### src/rtl/async_fifo_wptr_full.sv
// Write-side pointer and full-flag generator for an asynchronous FIFO.
//
// Keeps the binary write pointer and drives a registered Gray copy of it
// toward the read domain. The read Gray pointer is brought into this clock
// domain through a plain flop chain. From the synchronized read pointer the
// block derives full, almost-full, fill level and an overflow pulse.
//
// Ports:
//   clk_i          write-domain clock
//   rst_i          asynchronous active-high reset
//   wr_i           push request
//   rptr_gray_i    read Gray pointer (asynchronous to clk_i)
//   wr_en_o        memory write strobe (wr_i & ~full_o), combinational
//   waddr_o        memory write address (low AW bits of the binary pointer)
//   wptr_gray_o    registered Gray write pointer for the read domain
//   full_o         FIFO full, registered
//   almost_full_o  level_o >= AFULL_LEVEL, registered
//   level_o        write-side fill level 0..DEPTH, registered, may overstate
//   ovf_o          one-cycle pulse after a push attempted while full
module async_fifo_wptr_full #(
  parameter int unsigned DEPTH       = 32,
  parameter int unsigned SYNC_STAGES = 2,
  parameter int unsigned AFULL_LEVEL = DEPTH - 2,
  localparam int unsigned AW         = $clog2(DEPTH)
) (
  input  logic          clk_i,
  input  logic          rst_i,
  input  logic          wr_i,
  input  logic [AW:0]   rptr_gray_i,
  output logic          wr_en_o,
  output logic [AW-1:0] waddr_o,
  output logic [AW:0]   wptr_gray_o,
  output logic          full_o,
  output logic          almost_full_o,
  output logic [AW:0]   level_o,
  output logic          ovf_o
);

  localparam logic [AW:0] AfullLvl = (AW + 1)'(AFULL_LEVEL);

  logic [AW:0] wbin_q, wbin_d;
  logic [AW:0] wgray_q, wgray_d;
  logic [AW:0] level_q, level_d;
  logic        full_q, full_d;
  logic        afull_q, afull_d;
  logic        ovf_q, ovf_d;
  logic [AW:0] sync_q [SYNC_STAGES];
  logic [AW:0] rq;
  logic [AW:0] rbin_s;
  logic        acc;

  // Read-pointer synchronizer: pure flop chain, nothing in between stages.
  always_ff @(posedge clk_i or posedge rst_i) begin
    if (rst_i) begin
      for (int i = 0; i < SYNC_STAGES; i++) begin
        sync_q[i] <= '0;
      end
    end else begin
      sync_q[0] <= rptr_gray_i;
      for (int i = 1; i < SYNC_STAGES; i++) begin
        sync_q[i] <= sync_q[i-1];
      end
    end
  end

  assign rq = sync_q[SYNC_STAGES-1];

  // Gray to binary: bit k is the XOR of all bits at or above k.
  always_comb begin
    rbin_s = '0;
    for (int k = 0; k < AW + 1; k++) begin
      rbin_s[k] = ^(rq >> k);
    end
  end

  assign acc = wr_i & ~full_q;

  always_comb begin
    wbin_d  = wbin_q + {{AW{1'b0}}, acc};
    wgray_d = wbin_d ^ (wbin_d >> 1);
    // Full when the write pointer is exactly one lap ahead: in Gray that is
    // the top two bits inverted and the rest equal.
    full_d  = (wgray_d == {~rq[AW:AW-1], rq[AW-2:0]});
    level_d = wbin_d - rbin_s;
    afull_d = (level_d >= AfullLvl);
    ovf_d   = wr_i & full_q;
  end

  always_ff @(posedge clk_i or posedge rst_i) begin
    if (rst_i) begin
      wbin_q  <= '0;
      wgray_q <= '0;
      level_q <= '0;
      full_q  <= 1'b0;
      afull_q <= 1'b0;
      ovf_q   <= 1'b0;
    end else begin
      wbin_q  <= wbin_d;
      wgray_q <= wgray_d;
      level_q <= level_d;
      full_q  <= full_d;
      afull_q <= afull_d;
      ovf_q   <= ovf_d;
    end
  end

  assign wr_en_o       = acc;
  assign waddr_o       = wbin_q[AW-1:0];
  assign wptr_gray_o   = wgray_q;
  assign full_o        = full_q;
  assign almost_full_o = afull_q;
  assign level_o       = level_q;
  assign ovf_o         = ovf_q;

endmodule

### config.mk
export PLATFORM = sky130hd
export DESIGN_NAME = async_fifo_wptr_full
export DESIGN_NICKNAME = d
export VERILOG_FILES = /design/src/rtl/async_fifo_wptr_full.sv
export SDC_FILE = /design/constraint.sdc
export NUM_CORES = 1
export LEC_CHECK = 0
export BUFFER_PORTS_ARGS = -buffer_cell sky130_fd_sc_hd__buf_2
export CAP_MARGIN = 20
export CORE_MARGIN = 2
export CORE_UTILIZATION = 53
export DETAILED_ROUTE_END_ITERATION = 6
export GPL_TIMING_DRIVEN = 1
export PLACE_DENSITY = 0.78
export SLEW_MARGIN = 20
export SYNTH_ARGS = -nofsm -noshare
export SYNTH_HDL_FRONTEND = slang
export SYNTH_SLANG_ARGS = --single-unit
### constraint.sdc
create_clock -name clk_i -period 3.43 [get_ports clk_i]
set_input_delay 0.343 -clock clk_i [delete_from_list [all_inputs] [get_ports clk_i]]
set_output_delay 0.343 -clock clk_i [all_outputs]
set_load 0.05 [all_outputs]
# Word level (Yosys, flattened, before mapping)
# Cells that the tools add are included.
[classes]
reduce_logical = 6
add_sub_neg = 2
n_lt_le_gt_ge = 1
n_eq_ne = 1
bitwise = 5
[op_table]
columns = ["operator", "count"]
rows = [
  ["parity 6 bit", 6],
  ["adder 6 x 1 -> 6 bit", 1],
  ["equality test 6 bit", 1],
  [">= comparator 6 x 5 -> 1 bit (second input constant)", 1],
  ["subtractor 6 bit", 1],
  ["bitwise XOR 6 x 5 -> 6 bit", 1],
  ["AND 1 bit", 2],
  ["inverter 2 bit", 1],
  ["inverter 1 bit", 1],
]
[totals]
wordCells = 23
register_bits = 33
output_inout_bits = 21
in_bits = 9

# Depth between registers and ports, before layout
[depth]
word_depth = 5
depth_mapped = 12

# Worst setup path before layout
# Ideal clock, no wire load.
[synth_path]
path_kind = "reg2reg"
start = "reg full_q, in the netlist full_o"
end = "reg afull_q, in the netlist almost_full_o"
stages_incl_launch_ff = 13
path_buffers = 0
slack_ns = -0.314
t_required_ns = 3.310
arrival_ns = 3.623
cell_sequence = "dfrtp_1 > nor2b_1 > ha_1 > nand2_2 > xor2_2 > inv_1 > ha_1 > a21oi_4 > nand2_1 > or3b_1 > o211a_1 > xor2_1 > a41o_1"
[synth_between]
elab_chain_len = 5
[synth_rtl]
columns = ["element", "line", "rtl"]
rows = [
  ["start, declared", "44", "logic full_q, full_d;"],
  ["start signal, assigned", "101", "full_q <= full_d;"],
  ["inverter 1 bit", "76", "assign acc = wr_i & ~full_q;"],
  ["AND 1 bit", "76", ""],
  ["named net wr_en_o", "30", "output logic wr_en_o,"],
  ["adder 6 x 1 -> 6 bit", "79", "wbin_d = wbin_q + {{AW{1'b0}}, acc};"],
  ["named net wbin_d[2]", "41", "logic [AW:0] wbin_q, wbin_d;"],
  ["subtractor 6 bit", "84", "level_d = wbin_d - rbin_s;"],
  ["named net level_d[5]", "43", "logic [AW:0] level_q, level_d;"],
  [">= comparator 6 x 5 -> 1 bit", "85", "afull_d = (level_d >= AfullLvl);"],
  ["named net afull_d", "45", "logic afull_q, afull_d;"],
  ["end signal, assigned", "102", "afull_q <= afull_d;"],
  ["end, declared", "45", ""],
]
# The timed path passes the listed nets, and every way through them passes these cells.

# Worst setup path in the final report
[layout_path]
start = "reg full_q, in the netlist full_o"
end = "reg afull_q, in the netlist almost_full_o"
[layout_between]
elab_chain_len = 5
[layout_rtl]
columns = ["element", "line"]
rows = [
  ["inverter 1 bit", "76"],
  ["AND 1 bit", "76"],
  ["adder 6 x 1 -> 6 bit", "79"],
  ["named net wbin_d[2]", "41"],
  ["subtractor 6 bit", "84"],
  ["named net level_d[5]", "43"],
  [">= comparator 6 x 5 -> 1 bit", "85"],
  ["named net afull_d", "45"],
]
# The timed path passes the listed nets, and every way through them passes these cells.

==> metrics.md <==
| Metric | Value |
|---|---|
| Clk_skew | `0.01197 ns` |
| Post-synth EDFFs | `0` |
| Vias in the first global route | `948` |
| Most common cell in the synthesized netlist | `dfrtp_1` |
| GRT Total Usage | `between 10% and 20%` |
| # Max-Cap Violations | `0` |
| Via density per instance | `5.072` |
| Die area | `0.003110 mm²` |
| Drt wl/cell | `about 14 µm` |
| DRC viols | `0` |
| Initial Util | `56.81%` |
| FFs w/ async S/R, synth | `100.0%` |
| GR Overflow Total | `0` |
| Nets | `about 170` |
| Placed insts | `around 170` |
| CP Launch Type | `register` |
| Reg clk slew, reported paths | `approximately 0.1 ns` |
| DRT antenna net count | `0` |
| Pin count of the biggest net entering global routing | `22` |
| R2R Path Start | `full_o` |
| Post-synthesis net count | `128` |
| Routability Congestion | `0.8641` |
| Sum Neg Setup Slack | `0 ns` |
| Final WL | `2.439 mm` |
| Post-route setup slack | `roughly 0.36 ns` |
| Initial antenna violation count | `0` |
| Final HPWL from detailed placement | `1.868 mm` |
| Sink Count | `32` |
| Failing checks | `negative hold slack` |
| Core Area | `0.002500 mm²` |
| Clock root buffer | `clkbuf_4` |
| Register area | `800.8 µm²` |
| Non-Filler Instances | `180` |
| Final Hold Viols | `3` |
| Rows | `18` |
| Reg-to-Reg End | `almost_full_o` |
| Hold Crit Class | `in2async` |
| Die extent in y | `55.77 µm` |
| Synth area leader | `dfrtp_1` |
| Area of the multi-input gates | `571.8 µm²` |
| Run status | `complete, but fails checks` |
| Cells after Synth | `111` |
| Post-place setup slack | `0.3740 ns` |
| Worst reg-to-reg setup slack | `0.36 ns` |
| WHS | `-0.001725 ns` |
| Distinct cells, synth | `29` |
| Top cells by count, synth | `dfrtp_1 (32), xor2_1 (14), inv_1 (12)` |
| First-pass GRT wire length | `4.133 mm` |
| Area growth, synth to finish | `20.18%` |
| Clk Latency, worst-skew pair | `0.33 ns` |
| # port buffers | `29` |
| Via count | `913` |
| FF+latch count, synth | `32` |
| Share of cells above drive strength 1 | `30.00%` |
| Crit path time final | `3.075 ns` |
| Slew margin rel. | `68.82%` |
| Setup Viol. Count Final | `0` |
| RSZ-0062 raised after global routing | `false` |
| CTS Buffer Depth | `2` |
| Top_reg_cell synth | `dfrtp_1` |
| Part of the Yosys area used for sequential elements | `56.39%` |
| Mapped Avg Cell Area | `12.79 µm²` |
| Setup Crit Path Kind | `reg2reg` |
| Period utilization | `89.64%` |
| Antenna diodes | `0` |
| Fin. max-slew vios | `0` |
| Critical path required time | `3.65 ns` |
| Synth warn | `0` |
| Synth area leaders | `dfrtp_1 (56%), xor2_1 (8.6%), xnor2_1 (6.8%)` |
| CTS tree | `done` |
| Mapped Area | `0.001420 mm²` |
| TritonRoute pass-1 iters | `4` |
| Register-to-Register Path Depth | `12` |
| Crit path max fanout | `7` |
| Setup Buffers After CTS | `0` |
| Yosys top cell area share | `56.39%` |
| Post-cts sizing count | `0` |
| Width of the chip | `55.77 µm` |
| Hold Buf Count CTS | `0` |
| Worst EP arrival | `3.29 ns` |
| CTS buffer count | `5` |
| Worst Setup End Kind | `register` |
| Max H-tree Level | `2` |
| Initial DRC Count | `16` |
| Fill count | `192` |
| Max Clk Rate | `approximately 330 MHz` |
| Slew @ Worst Pin | `approximately 0.46 ns` |
| IO Pins | `30` |
## per-stage QoR
step | instance area, µm² | util, %
after floorplan | 1423 | -
after global placement | 1615 | 64.61
after detailed placement | 1630 | 65.22
after CTS | 1707 | 68.27
after global routing | 1707 | 68.27
final | 1707 | 68.27
## cell usage in the layout, fill, tap and decap left out, types with 2 or more instances in the layout
| cell type | n |
|---|---|
| a21oi_1 | 3 |
| and2_1 | 2 |
| buf_2 | 29 |
| buf_4 | 2 |
| clkbuf_4 | 5 |
| dfrtp_1 | 32 |
| ha_1 | 7 |
| inv_1 | 12 |
| nand2b_1 | 2 |
| nand3_1 | 3 |
| nor2_1 | 3 |
| o21ai_1 | 3 |
| xnor2_1 | 11 |
| xnor2_2 | 2 |
| xor2_1 | 14 |
## worst max path at each step
stage | start | end | slack [ns] | depth (start not counted)
2_1_floorplan | full_o | almost_full_o | 0.009 | 12
3_3_place_gp | wr_i | almost_full_o | 0.52 | 12
3_5_place_dp | wr_i | almost_full_o | 0.37 | 13
4_1_cts | full_o | almost_full_o | 0.37 | 12
5_1_grt | full_o | almost_full_o | 0.19 | 12
6_report | full_o | almost_full_o | 0.36 | 12
## logic make-up after synthesis
logic type / after synthesis / synth area share, %
mux: 1 / 0.7049
compound gates: 11 / 5.638
fa+ha+maj: 8 / 7.577
buf+inv: 13 / 3.524
flops: 32 / 56.39
simple gates: 18 / 7.314
xor+xnor: 28 / 18.85
## per-layer routing
layer	wire length, µm	vias up	track usage [%]
met5	0	-	0
met4	57	0	9.059
met3	143	7	6.047
met2	1242	32	29.42
met1	996	435	20.19
li1	-	439	-
## state kept, by name, summed over array words and instances, names as in the netlist
signal	count
almost_full_o	1
full_o	1
level_o	6
ovf_o	1
rq	6
sync_q	6
wbin_q	6
wptr_gray_o	5
## critical path: stages, from the launching register on
cell and delay, ns:
dfrtp_1 0.41, nor2b_2 0.17, ha_1 0.27, nand2_2 0.09
xor2_2 0.39, inv_1 0.12, ha_1 0.37, a21oi_4 0.18
nand2_1 0.07, or3b_1 0.39, o211a_1 0.13, xor2_1 0.15
a41o_1 0.22
## cell type report
class                           instances  area share (%)
Tap cell                               30           2.199
Clock inverter                          2           2.053
Timing Repair Buffer                   32           10.26
Sequential cell                        32           46.92
Multi-Input combinational cell         66           33.50
Inverter                               12           2.639
Clock buffer                            6           2.419
Power is not shown: default switching activity piles up to over one toggle a cycle in this logic, so the estimate is an artifact.
